### config.mk
export PLATFORM = sky130hd
export DESIGN_NAME = control_penales
export DESIGN_NICKNAME = d
export VERILOG_FILES = /design/src/rtl/control_penales.sv
export SDC_FILE = /design/constraint.sdc
export NUM_CORES = 1
export LEC_CHECK = 0
export CORE_ASPECT_RATIO = 0.6
export CORE_UTILIZATION = 60
export DETAILED_ROUTE_END_ITERATION = 8
export PLACE_DENSITY = 0.95
export RECOVER_POWER = 50
export SKIP_LAST_GASP = 1
export SLEW_MARGIN = 0
export SYNTH_ARGS = -nofsm -noshare
export SYNTH_HDL_FRONTEND = slang
export SYNTH_SLANG_ARGS = --single-unit
### constraint.sdc
create_clock -name clk -period 9 [get_ports clk]
set_input_delay 2.25 -clock clk [delete_from_list [all_inputs] [get_ports clk]]
set_output_delay 2.25 -clock clk [all_outputs]
set_load 0.05 [all_outputs]
### src/rtl/control_penales.sv
// Penalty shoot-out controller: edge-detects the three buttons, alternates shooters,
// keeps goal/shot counters and decides the winner (regulation, sudden death, draw cap).
module control_penales (
   input  logic       clk,
   input  logic       rst,
   input  logic       inicio,
   input  logic       gol,
   input  logic       fallo,
   output logic [3:0] goles1,
   output logic [3:0] goles2,
   output logic [3:0] tiros1,
   output logic [3:0] tiros2,
   output logic       turno,
   output logic       evento,
   output logic       fin,
   output logic [1:0] ganador
);

   typedef enum logic [1:0] {IDLE, TIRO1, TIRO2, FIN} state_t;

   state_t     state_q;
   logic       inicioPrev_q, golPrev_q, falloPrev_q;
   logic [3:0] goles1_q, goles2_q, tiros1_q, tiros2_q;
   logic       turno_q, evento_q, fin_q;
   logic [1:0] ganador_q;

   logic       inicioEv, golEv, falloEv, shotEv, shooterIsP2;
   logic [3:0] goles1_d, goles2_d, tiros1_d, tiros2_d;
   logic [4:0] rem1, rem2;
   logic [1:0] ganador_d;

   // Candidate post-shot counters and the verdict they would produce
   always_comb begin
      inicioEv    = inicio & ~inicioPrev_q;
      golEv       = gol & ~golPrev_q;
      falloEv     = fallo & ~falloPrev_q;
      shotEv      = golEv ^ falloEv;
      shooterIsP2 = (state_q == TIRO2);

      goles1_d = goles1_q + {3'b000, golEv & ~shooterIsP2};
      tiros1_d = tiros1_q + {3'b000, ~shooterIsP2};
      goles2_d = goles2_q + {3'b000, golEv & shooterIsP2};
      tiros2_d = tiros2_q + {3'b000, shooterIsP2};

      rem1 = (tiros1_d >= 4'd5) ? 5'd0 : (5'd5 - {1'b0, tiros1_d});
      rem2 = (tiros2_d >= 4'd5) ? 5'd0 : (5'd5 - {1'b0, tiros2_d});

      ganador_d = 2'b00;
      if ((tiros1_d < 4'd5) || (tiros2_d < 4'd5)) begin
         if ({1'b0, goles1_d} > ({1'b0, goles2_d} + rem2)) begin
            ganador_d = 2'b01;
         end else if ({1'b0, goles2_d} > ({1'b0, goles1_d} + rem1)) begin
            ganador_d = 2'b10;
         end
      end else if (shooterIsP2) begin
         // Sudden death is only judged once both players have shot in the round
         if (goles1_d > goles2_d) begin
            ganador_d = 2'b01;
         end else if (goles2_d > goles1_d) begin
            ganador_d = 2'b10;
         end else if ((tiros1_d == 4'd15) && (tiros2_d == 4'd15)) begin
            ganador_d = 2'b11;
         end
      end
   end

   always_ff @(posedge clk) begin
      if (rst) begin
         state_q      <= IDLE;
         inicioPrev_q <= 1'b1;
         golPrev_q    <= 1'b1;
         falloPrev_q  <= 1'b1;
         goles1_q     <= 4'd0;
         goles2_q     <= 4'd0;
         tiros1_q     <= 4'd0;
         tiros2_q     <= 4'd0;
         turno_q      <= 1'b0;
         evento_q     <= 1'b0;
         fin_q        <= 1'b0;
         ganador_q    <= 2'b00;
      end else begin
         inicioPrev_q <= inicio;
         golPrev_q    <= gol;
         falloPrev_q  <= fallo;
         evento_q     <= 1'b0;
         case (state_q)
            IDLE, FIN: begin
               if (inicioEv) begin
                  state_q   <= TIRO1;
                  goles1_q  <= 4'd0;
                  goles2_q  <= 4'd0;
                  tiros1_q  <= 4'd0;
                  tiros2_q  <= 4'd0;
                  turno_q   <= 1'b0;
                  fin_q     <= 1'b0;
                  ganador_q <= 2'b00;
               end
            end
            TIRO1, TIRO2: begin
               if (shotEv) begin
                  goles1_q <= goles1_d;
                  goles2_q <= goles2_d;
                  tiros1_q <= tiros1_d;
                  tiros2_q <= tiros2_d;
                  evento_q <= 1'b1;
                  if (ganador_d != 2'b00) begin
                     state_q   <= FIN;
                     fin_q     <= 1'b1;
                     ganador_q <= ganador_d;
                  end else begin
                     state_q <= shooterIsP2 ? TIRO1 : TIRO2;
                     turno_q <= ~shooterIsP2;
                  end
               end
            end
            default: state_q <= IDLE;
         endcase
      end
   end

   assign goles1  = goles1_q;
   assign goles2  = goles2_q;
   assign tiros1  = tiros1_q;
   assign tiros2  = tiros2_q;
   assign turno   = turno_q;
   assign evento  = evento_q;
   assign fin     = fin_q;
   assign ganador = ganador_q;

endmodule

* Yosys cells after proc, flatten, opt, wreduce, memory -nomap -nowiden
Cells that the tools add are included.
** Storage, ports and cells
- Register bits :: 26
- Bits in latches :: 0
- Bits in writable memories :: 0
- Bits in read-only memories :: 0
- Input bits :: 5
- Output and inout port bits :: 21
- Logic and storage cells :: 93
- Memories kept :: 0
** Operators by class
- Add/subtract/negate cells :: 8
- $mul :: 0
- Div/mod/pow operators :: 0
- $lt $le $gt $ge :: 8
- Eq/ne operators :: 9
- Shift-type cells :: 0
- Multiplexer cells :: 35
- Bitwise gates (word level) :: 11
- Reductions and logical operators :: 10
** Operators by type and width (number)
- 4-bit case mux with 2 select lines :: 4
- 2-bit two-way mux :: 14
- 4-bit two-way mux :: 5
- 4-bit by 1-bit adder with 4-bit output :: 4
- 4-bit by 5-bit adder with 5-bit output :: 2
- 4-bit by 5-bit > comparator with 1-bit output :: 2
- 5-bit two-way mux :: 2
- 3-bit by 4-bit subtractor with 5-bit output (first input constant) :: 2
- 4-bit == test (second input constant) :: 2
- 4-bit by 3-bit greater-or-equal comparator with 1-bit output (second input constant) :: 2
- 4-bit > comparator :: 2
- 4-bit by 3-bit less-than comparator with 1-bit output (second input constant) :: 2
- 2-bit inequality test (second input constant) :: 4
- 2-bit case mux with 2 select lines :: 2
- 1-bit two-way mux :: 6
- 3-bit AND reduction :: 2
- 2-bit OR reduction :: 3
- 1-bit bitwise AND :: 5
- 1-bit NOT :: 5
- 2-bit == test (second input constant) :: 2
- 1-bit case mux with 2 select lines :: 2
- 2-bit by 1-bit == test with 1-bit output (second input constant) :: 1
- 2-bit zero test :: 1
- 2-bit AND reduction :: 1
- other kinds (4) :: 4

* Logic depth before layout (Yosys ltp)
Gate-level depths: netlist of run 1.
- Word-level depth :: 14
- Mapped depth :: 26

* Worst setup path after synthesis of run 1
OpenSTA, ideal clock, no wires.
- Kind :: input to register
- Start :: input gol
- End :: register fin_q, in the netlist fin
- Arrival :: 5.361 ns
- Setup slack :: 3.547 ns
- Stages :: 16
- Path through :: nand2b_1 > nor2_1 > ha_1 > ha_1 > ha_1 > a21o_1 > a21oi_1 > xnor2_1 > ha_1 > and2_1 > o21ai_0 > a32o_1 > and4b_1 > o32a_4 > o31a_4 > o311ai_4
** Between the ends
- Cells in the longest elaborated chain, start to end :: 11
- Elaborated cells on any way between the ends :: 22
- Classes of those cells :: add/sub: 4; order compare: 4; eq/ne: 2; mux: 6; bitwise: 4; reduce/logical: 2
** Ends and longest elaborated chain
- start, declared :: RTL line 7 : input logic gol,
- 1-bit bitwise AND * :: RTL line 35 : golEv = gol & ~golPrev_q;
- 1-bit bitwise AND (on tied branches) :: RTL line 40, 42
- 4-bit by 1-bit adder with 4-bit output (on tied branches) :: RTL line 40, 42
- 4-bit by 5-bit adder with 5-bit output / 4-bit > comparator (equally long branches) :: RTL line 52, 59
- 4-bit by 5-bit > comparator with 1-bit output / 2-bit two-way mux (equally long branches) :: RTL line 52, 59
- 2-bit two-way mux (on tied branches) :: RTL line 52, 57
- 2-bit two-way mux (on tied branches) :: RTL line 50, 55
- 2-bit two-way mux :: RTL line 49 : if ((tiros1_d < 4'd5) || (tiros2_d < 4'd5)) begin
- 2-bit nonzero test :: RTL line 106 : if (ganador_d != 2'b00) begin
- 2-bit inequality test (no source line)
- 3-bit AND reduction (no source line) *
- end signal, assigned :: RTL line 79 : fin_q <= 1'b0;
- end signal, assigned :: RTL line 95 : fin_q <= 1'b0;
- end signal, assigned :: RTL line 108 : fin_q <= 1'b1;
- end, declared :: RTL line 24 : logic turno_q, evento_q, fin_q;
Every way passes the cells marked *; elsewhere a longest branch is shown, timed or not.
A chain may end at the register's enable or synchronous reset.

* Worst setup path after layout of run 1
Same ends and word-level chain as after synthesis.

==> reports/summary.md, run 1 <==
The number of rows created at floorplan is 16. Commonest register cell after synthesis: dfxtp_1. Derived from the worst setup path, the maximum achievable clock frequency is 0.159 GHz. For this run, the share of the core covered by cells in the final layout is 73.7%. The area occupied by registers was 520 µm². The run gives 0.00380 mm² as the total die area. Across the VDD grid, the largest voltage drop is 0.0696 mV. The initial cell density of the core was 64.1%; the final number of max-transition violations was 0. The startpoint identified for the worst register-to-register timing path is state_q[0]$_SDFFE_PP0P_. After the last flow step, the layout net total stands at 309. The number of max-capacitance violations reported is 0, and the final global-route overflow total is 0. Summed over all cells, the static leakage comes to 1.09 nW. For this block, the routed nets add up to 5000 µm of wire. The tools report the startpoint type of the worst setup path as an input pin. The startpoint of the worst hold path is ganador[0]$_SDFFE_PP0P_. After routing the design area is 0.00245 mm². Compared with the post-synthesis result, the final layout area differs by 15.0%. The classification of the worst setup path is in -> reg. The via count of the first global-routing pass came out at 1588. The run gives 0 as the count of endpoints failing hold in the final timing report.

Setup repair after global routing left no endpoint under its margin. STA puts the critical path data required time at 9180 ps. Leaving out filler cells and counting taps, the final layout contains 311.

The HPWL after detailed placement is 3830 µm. For this design the ratio of total power to cell area is 96.3 mW/mm². In this run the critical register-to-register path is captured at fin$_SDFFE_PP0P_. The largest net degree at the start of global routing is 21, and the number of synthesized flops with an enable pin is 0.

The tools report the CTS buffer count as 3. The tree is rooted in a clkbuf_8. Y dimension of the die: 48.1 µm. Hold-critical path endpoint: ganador[0]$_SDFFE_PP0P_. Post-CTS clock slew at the launch and capture registers of the worst setup and hold paths: 80 ps. TritonCTS built the clock tree.

The die outline width works out to 78.9 µm. Fraction of layout instances using a drive strength above 1: 6.39%. Remaining antenna violation count after routing: 0. The detailed router finished its first iteration with 111 violations. The peak fanout along the critical path works out to 5.

The flow ran to the end, and the final reports show no timing, DRC or antenna violations. The design draws 236 µW. After synthesis the netlist holds a flip-flop and latch count of 26.

The tree built by TritonCTS fans out to 26 sinks. The shortest period the worst path allows came out at 6270 ps. The post-synthesis cell area was 0.00213 mm². The total number of H-tree levels was 1.

The final worst clock skew came out at 9.45 ps. The worst hold margin is 471 ps, and the number of synthesis warnings is 0. For the worst flop-to-flop path, the logic depth is 25. Buffers inserted to repair hold after CTS numbered 0.

The final-layout setup total negative slack is 0 ps, and the cell area reported after detailed placement is 0.00241 mm². Summing all multi-input logic gate instances after layout gives 0.00148 mm². The worst hold path was traced through 2 stages. The DRC violations left came out at 0. The pre-antenna-repair detailed-routing pass consisted of 6 iterations. Class of the worst hold path: reg -> reg. The number of setup buffers added after CTS is 0. Largest buffer count on any clock path: 2.

The net count after synthesis is 286, and the number of port buffers is 25. The relative slew slack came out at 37.7%. 26 I/O pins were placed. Category of the worst setup path capture point: a register. Synthesized area per cell: 8.69 µm². Data on the critical path arrives at its endpoint at 6450 ps. The number of antenna diodes in the final layout is 0.

After detailed routing, the average wire length per cell comes to 16.1 µm. Dividing the detail-routed via count by the number of cells gives 5.98. The logs give 24.4% for the sequential-to-total area share from yosys stat and 48 for the count of unique library cells instantiated by Yosys. The floorplan step defined a core boundary enclosing 0.00332 mm². The count of mapped cells out of synthesis is 245, and the setup slack at placement is 2590 ps. For the initial antenna violation count, the log shows 0. The routability congestion estimate from global placement was 0.987. In the post-route analysis, the smallest setup slack over all paths is 2730 ps.

The share of the cycle needed by the critical path after routing works out to 69.7%. In the global route stage, overall resource usage came out at 27.4%. Gates resized during post-CTS repair numbered 0. Transition time of the tightest slew-check pin: 930 ps.

For the source-to-sink clock delay at the later pin of the worst-skew pair, the log shows 280 ps. The number of setup violations in the final report is 0, and the setup slack of the worst register-to-register path is 3760 ps. The final route contains 1861 vias. The first global-routing pass estimated 7590 µm of wire. The fraction of synthesis flops using an asynchronous set or reset pin is 0%, and the cell count after placement is 308.

The count of filler cells inserted in the layout was 265.
==> placed cells by master (no fill, tap or decap), types with 3 or more instances in the layout <==
| master | count |
|---|---|
| a21oi_1 | 10 |
| nor3_1 | 3 |
| dlygate4sd3_1 | 21 |
| nand3_1 | 3 |
| nor2b_1 | 6 |
| nor3b_1 | 4 |
| and2_1 | 5 |
| ha_1 | 34 |
| or2_2 | 3 |
| a22o_1 | 8 |
| nor2_1 | 24 |
| xnor2_1 | 5 |
| dfxtp_1 | 26 |
| clkbuf_8 | 3 |
| o21a_1 | 3 |
| xor2_1 | 7 |
| nand2b_1 | 8 |
| clkdlybuf4s50_1 | 4 |
| a31oi_1 | 4 |
| nand4_1 | 5 |
| inv_1 | 24 |
| nand2_1 | 10 |
| o21ai_0 | 10 |
==> synthesized netlist by cell type (4+ instances only) <==
cell	instances	area, µm²
a21oi_1	10	50.1
a22o_1	8	70.1
a31oi_1	4	25.0
and2_1	5	31.3
clkbuf_1	6	22.5
dfxtp_1	26	521
ha_1	34	425
inv_1	24	90.1
nand2_1	10	37.5
nand2b_1	8	50.1
nand4_1	5	31.3
nor2_1	24	90.1
nor2b_1	6	37.5
nor3b_1	4	30.0
o21ai_0	10	50.1
xnor2_1	5	43.8
xor2_1	7	61.3
==> flip-flops by register name, summed over array words and instances (netlist names) <==
| register | cells |
|---|---|
| ganador | 2 |
| tiros2 | 4 |
| fin | 1 |
| inicioPrev_q | 1 |
| goles2 | 4 |
| goles1 | 4 |
| tiros1 | 4 |
| turno | 1 |
| state_q | 2 |
| golPrev_q | 1 |
| evento | 1 |
| falloPrev_q | 1 |
==> how the worst max path moves through the flow <==
stage / startpoint / end / depth (start not counted)
after detailed placement: gol / fin$_SDFFE_PP0P_ / 17
after CTS: gol / fin$_SDFFE_PP0P_ / 17
after floorplan: gol / fin$_SDFFE_PP0P_ / 16
after global placement: gol / fin$_SDFFE_PP0P_ / 17
after global routing: gol / fin$_SDFFE_PP0P_ / 17
final: gol / fin$_SDFFE_PP0P_ / 17
==> report_power, final <==
| part | leakage [nW] | total, mW | switching [mW] | internal [mW] |
|---|---|---|---|---|
| registers | 0.211 | 0.119 | 0.00156 | 0.117 |
| logic | 0.859 | 0.0502 | 0.0318 | 0.0184 |
| clock network | 0.0216 | 0.0666 | 0.0366 | 0.0301 |
==> worst max-delay path, cell delays in order <==
cell	delay, ps
dlygate4sd3_1	540
nand2b_1	200
nor2_1	90
ha_1	200
ha_1	370
ha_1	320
a21o_1	190
a21oi_1	170
xnor2_1	200
ha_1	300
and2_1	180
o21ai_0	70
a32o_1	200
and4b_1	230
o32a_4	400
o31a_4	310
o311ai_4	220
==> cells by family after synthesis <==
kind of cell             synth area share [%]
flip-flops                               24.4
AO/OA/AOI/OAI                            21.2
buffers and inverters                    5.88
AND/OR/NAND/NOR                          19.7
multiplexers                            0.470
adder cells (fa/ha/maj)                  21.9
XOR/XNOR                                 6.46
==> layer usage <==
layer  up-vias  routed length (µm)  part of all wire [%]  global-route usage [%]
li1        913                   -                     -                       -
met1       849                2430                    49                    38.7
met3         9                 461                   9.2                    5.79
met4         0                  57                   1.1                    5.82
met2        90                2050                    41                    43.1
met5         -                   0                     0                    7.50
==> cell type report <==
class                           count  share of cell area [%]
Multi-Input combinational cell    186                    60.6
Tap cell                           45                    2.30
Timing Repair Buffer               25                    10.2
Clock buffer                        3                    1.69
Inverter                           26                    3.98
Sequential cell                    26                    21.2
(Power assumes the default switching activity.)
==> run 2: changes to the inputs <==
--- a/config.mk
+++ b/config.mk
@@ -6,9 +6,9 @@
 export NUM_CORES = 1
 export LEC_CHECK = 0
 export CORE_ASPECT_RATIO = 0.6
-export CORE_UTILIZATION = 60
+export CORE_UTILIZATION = 56
 export DETAILED_ROUTE_END_ITERATION = 8
-export PLACE_DENSITY = 0.95
+export PLACE_DENSITY = 0.92
 export RECOVER_POWER = 50
 export SKIP_LAST_GASP = 1
 export SLEW_MARGIN = 0
==> constraint.sdc (replaced) <==
create_clock -name clk -period 6 [get_ports clk]
set_input_delay 1.5 -clock clk [delete_from_list [all_inputs] [get_ports clk]]
set_output_delay 1.5 -clock clk [all_outputs]
set_load 0.05 [all_outputs]
==> reports/summary.md, run 2 (synthesis results as in run 1) <==
The largest net degree at the start of global routing was 21 (unchanged). The total die area was 0.00406 mm² (+6.9%); the largest buffer count on any clock path was 2 (unchanged). The run gives 280 ps (about the same) as the source-to-sink clock delay at the later pin of the worst-skew pair. The flow ran to the end, and the final reports show no timing, DRC or antenna violations. The logs give 8340 µm (+9.8%) for the first-pass GRT wire length and 0 (unchanged) for the number of setup violations in the final report. The critical path required time came out at 6190 ps (-2990 ps).

The run gives 274 (+3.4%) as the count of filler cells inserted in the layout. The run gives 0.00148 mm² (unchanged) as the area of the multi-input gates. Final number of max-transition violations: 0 (unchanged). The tools report the number of top-level pins as 26 (unchanged). Net switching power: 109 µW (+56%).

Commonest non-fill, non-tap cell in the layout: ha_1. The count of endpoints failing hold in the final timing report was 0 (unchanged). The worst setup path is launched from an input pin. For the total via count after detailed routing, the log shows 1880 (+1.0%). Setup repair after global routing left no endpoint under its margin. The final global-route overflow total was 0 (unchanged). The number of port buffers came out at 25 (unchanged). The setup slack of the worst register-to-register path is 830 ps (-2930 ps), and the number of sinks driven by the clock tree is 26 (unchanged). The transition time of the tightest slew-check pin was 1020 ps (+87.7 ps); the switching power as a share of total power was 29.3% (-0.31 points). The area occupied by registers was 520 µm² (unchanged). The number of hold buffers added after CTS came out at 0 (unchanged). In the layout the commonest cells are ha_1, dfxtp_1, inv_1, nor2_1, dlygate4sd3_1. The via count of the first global-routing pass was 1717 (+8.1%). The highest ir drop seen on vdd is 0.0935 mV (+34%). Power per standard cell area: 151 mW/mm² (+56%). Post-detailed-route wirelength per cell: 16.5 µm (+2.6%). The run gives 61.8% (-2.2 points) as the initial cell density of the core. The area growth from synthesis to layout is 16.0%.

The tools report the part of the total power dissipated in combinational logic as 20.4% (-0.9 points). The layer flagged by global routing as most heavily used is met1. Via density per instance: 6.01 (+0.38%).

For the timing-limited maximum frequency, the log shows 0.186 GHz. The logs give 0 (unchanged) for the remaining antenna violation count after routing and 31.9% (-5.9 points) for the relative slew slack. The critical path in this run is classified as in -> reg.

The number of max-capacitance violations reported is 0 (unchanged). The core area was 0.00344 mm² (+3.6%). The DRC violations left is 0 (unchanged). The peak fanout along the critical path came out at 4 (-1). The logs give 40.3% (-2.9 points) for the met2 usage and 263 µW (+59%) for the internal power. The total leakage power is 1.10 nW (+0.82%), and the fraction of power consumed by the clock network is 31.6% (+3.4 points). Y dimension of the die: 49.8 µm (+3.4%). TritonCTS built the clock tree. The total number of H-tree levels came out at 1 (unchanged).

For the overall track demand over capacity in global routing, the log shows 27.6% (+0.16 points). The violation count after the first detailed-route iteration is 124 (+12%), and the number of rows created at floorplan is 16 (unchanged). The fraction of layout instances using a drive strength above 1 is 7.09% (+0.70 points). The CTS buffer count was 3 (unchanged); the post-CTS clock slew at the launch and capture registers of the worst setup and hold paths was 90 ps (about the same).

The tools report the portion of total power attributed to sequential cells as 48.0% (-2.5 points). The initial antenna violation count is 0 (unchanged), and the die outline width is 81.6 µm (+3.4%). The routed wire length came out at 5160 µm (+3.2%). The post-CTS setup repair buffer count came out at 0 (unchanged). The tools report the fraction of the core area covered by cells at the end of the flow as 71.8% (-2.0 points). The global-route met1 utilization is 40.8% (+2.1 points).

The tree is rooted in a clkbuf_8. The logs give 5570 ps (-880 ps) for the worst path arrival time and 310 (+0.32%) for the total number of nets in the final design. The shortest period the worst path allows came out at 5370 ps. The tools report the total half-perimeter wirelength after legalization and detailed placement as 3990 µm (+4.1%).

The final-layout setup total negative slack came out at 0 ps (unchanged). The post-cts repair resize count was 0 (unchanged). The worst hold path belongs to the class reg -> reg. The run gives 5 (-1) as the number of optimization iterations in the first detailed-route pass.

STA classifies the critical path endpoint as a register. The routability congestion estimate from global placement was 1.01 (+2.4%); the final worst clock skew was 5.88 ps (-3.57 ps). The diode insertion count for antenna repair was 0 (unchanged); the share of the cycle needed by the critical path after routing was 89.5%. The met3 demand-to-capacity share in global routing came out at 6.30% (+0.50 points).
-- run 2: final cells by class --
class	instances	share of cell area [%]
multi-input cells	186	60.1
well taps	45	2.28
flip-flops and latches	26	21.1
inverters	26	3.95
clock buffers	4	2.23
repair buffers	26	10.4
-- run 2: worst paths after layout --
kind                           start  depth (start not counted)                 endpoint
min reg2reg  ganador[1]$_SDFFE_PP0P_                          2  ganador[1]$_SDFFE_PP0P_
max reg2reg  state_q[0]$_SDFFE_PP0P_                         25         fin$_SDFFE_PP0P_
min          ganador[1]$_SDFFE_PP0P_                          2  ganador[1]$_SDFFE_PP0P_
max                              gol                         17         fin$_SDFFE_PP0P_
-- run 2: metrics by stage --
stage	hold slack, ps	power, mW	std cells	setup WS [ps]	cell area [µm²]
2_1_floorplan	485	0.236	245	1300	2130
3_3_place_gp	466	0.254	309	491	2420
3_5_place_dp	469	0.256	309	435	2420
4_1_cts	486	0.375	313	728	2470
5_1_grt	497	0.392	313	425	2470
6_report	485	0.372	313	627	2470
-- run 2: per-layer routing --
metal | part of all wire (%) | wire length [µm] | up-vias
met5 | 0 | 0 | -
met3 | 9.1 | 471 | 19
met1 | 49 | 2550 | 865
li1 | - | - | 916
met2 | 40 | 2040 | 80
met4 | 1.9 | 99 | 0
-- run 2: power groups by stage --
| stage | registers [mW] | logic [mW] | clock network (mW) |
|---|---|---|---|
| 2_1_floorplan | 0.186 | 0.0497 | 0 |
| 3_3_place_gp | 0.183 | 0.0717 | 0 |
| 3_5_place_dp | 0.183 | 0.0734 | 0 |
| 4_1_cts | 0.179 | 0.0746 | 0.122 |
| 5_1_grt | 0.179 | 0.0825 | 0.130 |
| 6_report | 0.179 | 0.0760 | 0.118 |
-- run 2: worst max-delay path: stages --
cell and delay, ps:
dlygate4sd3_1 540, nand2b_1 110, nor2_1 150, ha_1 190, ha_1 200, xor2_1 320
ha_1 330, a21oi_1 160, xnor2_1 140, ha_1 280, and2_1 180, o21ai_0 80
a32o_1 210, and4b_1 250, o32a_4 400, o31a_4 310, o311ai_4 200
==> run 3: changes to the inputs <==
--- a/config.mk
+++ b/config.mk
@@ -6,10 +6,9 @@
 export NUM_CORES = 1
 export LEC_CHECK = 0
 export CORE_ASPECT_RATIO = 0.6
-export CORE_UTILIZATION = 56
+export CORE_UTILIZATION = 51
 export DETAILED_ROUTE_END_ITERATION = 8
-export PLACE_DENSITY = 0.92
-export RECOVER_POWER = 50
+export PLACE_DENSITY = 0.89
 export SKIP_LAST_GASP = 1
 export SLEW_MARGIN = 0
 export SYNTH_ARGS = -nofsm -noshare
==> constraint.sdc (replaced) <==
create_clock -name clk -period 4.7 [get_ports clk]
set_input_delay 1.175 -clock clk [delete_from_list [all_inputs] [get_ports clk]]
set_output_delay 1.175 -clock clk [all_outputs]
set_load 0.05 [all_outputs]
==> reports/summary.md, run 3 (synthesis results as in run 1) <==
The power per standard cell area was 164 mW/mm² (+8.8%); the source-to-sink clock delay at the later pin of the worst-skew pair was 270 ps (about the same). The die outline width works out to 85.4 µm (+4.7%). The fraction of layout instances using a drive strength above 1 was 29.0% (+22 points); the number of port buffers was 25 (unchanged).

The switching power as a share of total power came out at 30.2% (+0.82 points). The slowest stage of the critical path belongs to the cell xnor2_1. Post-CTS clock slew at the launch and capture registers of the worst setup and hold paths: 90 ps (about the same). For the worst hold margin, the log shows 492 ps (+6.74 ps). Layout overhead on the synthesized area: 36.4%. For the total leakage power, the log shows 1.18 nW (+7.5%). The count of endpoints failing hold in the final timing report was 0 (unchanged). The library cells used most frequently in the layout, excluding fill and tap cells, are buf_4, dfxtp_1, clkdlybuf4s50_1.

The detailed route wirelength on metal2 was 2910 µm (+43%). By startpoint and endpoint, the worst setup path is classified as reg -> reg. Total die area: 0.00445 mm² (+9.5%). The part of the total power dissipated in combinational logic was 24.8% (+4.4 points). The total power was 476 µW (+28%); the total number of H-tree levels was 1 (unchanged). The run gives 0 (unchanged) as the final global-route overflow total.

The tools report the category of the worst setup path capture point as a register. Leaving out fill and tap cells, the most frequent cell in the layout is buf_4. The via count of the first global-routing pass is 1926 (+12%), and the share of the cycle needed by the critical path after routing is 99.5%. The length of routed met3 wiring is 567 µm (+20%), and the critical path buffer and inverter count is 6 (+5). For the fraction of power consumed by the clock network, the log shows 27.0% (-4.6 points). The class of the worst hold path was reg -> reg. The run gives 53.4% (+22 points) as the relative slew slack.

The startpoint of the worst hold path was ganador[1]$_SDFFE_PP0P_. The core area came out at 0.00383 mm² (+11%). The critical path required time was 4880 ps (-1310 ps); the total via count after detailed routing was 2074 (+10%). Derived from the worst setup path, the maximum achievable clock frequency is 0.214 GHz. The tools report the cell area after layout as 0.00291 mm² (+18%). The peak fanout along the critical path is 4 (unchanged), and the setup slack of the worst register-to-register path is 20 ps (-810 ps). Count of cells along the worst hold path: 2 (unchanged).

Cell repeated most along the worst path: buf_4. The highest ir drop seen on vdd is 0.152 mV (+62%). The tools report the net switching power as 144 µW (+32%).

The final number of max-transition violations is 0 (unchanged). The number of rows created at floorplan was 17 (+1); the violation count after the first detailed-route iteration was 269 (+120%). The internal power came out at 333 µW (+26%).

TritonCTS built the clock tree. Fraction of the core area covered by cells at the end of the flow: 75.9% (+4.1 points). The logs give 0 (unchanged) for the DRC violations left and 27.1% (-0.49 points) for the overall track demand over capacity in global routing. Walking the worst path, the cells encountered are inv_2 -> ha_2 -> buf_4 -> nand4_1 -> xnor2_1 -> inv_2 -> ha_4 -> inv_1 -> a31oi_2 -> buf_4 -> and2_1 -> ha_1 -> buf_4 -> xor2_1 -> ha_1 -> and2_4 -> o21ai_2 -> a32o_2 -> and4b_1 -> o32a_4 -> o31a_4 -> o311ai_4.

The run gives 3 (unchanged) as the CTS buffer count. The transition time of the tightest slew-check pin is 696 ps (-322 ps), and the number of optimization iterations in the first detailed-route pass is 4 (-1). The root cell of the clock tree is clkbuf_8. For the total half-perimeter wirelength after legalization and detailed placement, the log shows 4330 µm (+8.5%). The largest net degree at the start of global routing was 20 (-4.8%); the shortest period the worst path allows was 4680 ps. The number of cells on the worst reg-to-reg path came out at 22 (-12%).

The routability congestion estimate from global placement was 1.01 (-0.29%); the y dimension of the die was 52.1 µm (+4.6%). The run gives 0 ps (unchanged) as the final-layout setup total negative slack. The run gives 2 (unchanged) as the largest buffer count on any clock path.

The first-pass GRT wire length is 9210 µm (+11%). The startpoint type of the worst setup path is a register. The total number of nets in the final design was 343 (+11%). The via density per instance was 5.98 (-0.49%); the biggest cell delay along the critical path was 430 ps (-110 ps). The startpoint identified for the worst register-to-register timing path is state_q[0]$_SDFFE_PP0P_. The highest layer used for signal routing is met4. Number of top-level pins: 26 (unchanged).

The tools report the cell area reported after detailed placement as 0.00257 mm² (+6.3%). The worst path arrival time was 4860 ps (-710 ps). The run gives 55.6% (-6.2 points) as the initial cell density of the core. Hold-critical path endpoint: ganador[1]$_SDFFE_PP0P_. The remaining antenna violation count after routing came out at 0 (unchanged).

The run gives 0 (unchanged) as the number of setup violations in the final report. The flow ran to the end, and the final reports show no timing, DRC or antenna violations. For the final worst clock skew, the log shows 6.17 ps (+0.286 ps).

The logs give 48.1% (about the same) for the portion of total power attributed to sequential cells and 0 (unchanged) for the number of max-capacitance violations reported. The post-detailed-route wirelength per cell works out to 18.2 µm (+10%). Grouping stages by cell kind, the critical path spends the most delay in compound AO/OA/AOI/OAI gates. The initial antenna violation count is 0 (unchanged). The run gives 0 (unchanged) as the diode insertion count for antenna repair.

The wire length on met1 is 2700 µm (+5.9%). The number of sinks driven by the clock tree was 26 (unchanged); the routed wire length was 6320 µm (+22%). In this run the critical register-to-register path is captured at fin$_SDFFE_PP0P_.
## run 3: changes by cell type in the layout (fill, tap and decap cells not counted), moves of 6 or more
| cell | previous run | this run |
|---|---|---|
| buf_4 | 1 | 34 |
| clkdlybuf4s50_1 | 5 | 24 |
| dlygate4sd3_1 | 20 | 0 |
| ha_1 | 34 | 20 |
| ha_2 | 0 | 6 |
| ha_4 | 0 | 8 |
| inv_1 | 24 | 18 |
| inv_2 | 2 | 8 |
## run 3: how the worst max path moves through the flow
stage,to,slack (ps),depth (start not counted),from
final,fin$_SDFFE_PP0P_,20,22,state_q[0]$_SDFFE_PP0P_
after global routing,fin$_SDFFE_PP0P_,-100,24,state_q[0]$_SDFFE_PP0P_
after floorplan,fin$_SDFFE_PP0P_,70,23,tiros2[0]$_SDFFE_PP0P_
after detailed placement,fin$_SDFFE_PP0P_,-410,17,gol
after CTS,fin$_SDFFE_PP0P_,-10,16,gol
after global placement,fin$_SDFFE_PP0P_,-220,17,gol
## run 3: power groups by stage
stage	Sequential [mW]	Combinational, mW	Clock (mW)
CTS	0.228	0.102	0.131
global route	0.230	0.127	0.137
floorplan	0.237	0.0634	0
global placement	0.233	0.0963	0
detailed placement	0.233	0.100	0
finish	0.229	0.118	0.129
## run 3: layout make-up
class / count / area (µm²)
clock buffers: 3 / 41.3
fillers: 270 / 923
well taps: 47 / 58.8
multi-input cells: 186 / 1670
flip-flops and latches: 26 / 526
repair buffers: 59 / 508
inverters: 26 / 97.6
## run 3: worst reg2reg max path, delay by kind of cell (launching register included)
family	cells	cell delay, ps
AO/OA/AOI/OAI	6	1310
AND/OR/NAND/NOR	4	670
flip-flops	1	330
buffers and inverters	6	730
adder cells (fa/ha/maj)	4	960
XOR/XNOR	2	580
## run 3: routing by layer
layer | global-route usage [%] | up-vias
li1 | - | 979
met1 | 36.2 | 978
met2 | 47.5 | 97
met3 | 5.08 | 20
met4 | 2.78 | 0
met5 | 0 | -
## run 3: per-stage QoR
step                      worst slack (ps)  instances
after floorplan                       74.5        245
after global placement                -218        331
after detailed placement              -408        331
after CTS                            -10.9        335
after global routing                 -99.4        347
final                                 22.5        347
## run 3: repair_timing
action | CTS | global route
pin swaps | 5 | 24
hold buffers | 0 | 0
endpoints found under the setup margin | 4 | 6
resized for setup | 11 | 36
buffers inserted | 1 | 12
endpoints found under the hold margin | 0 | 0
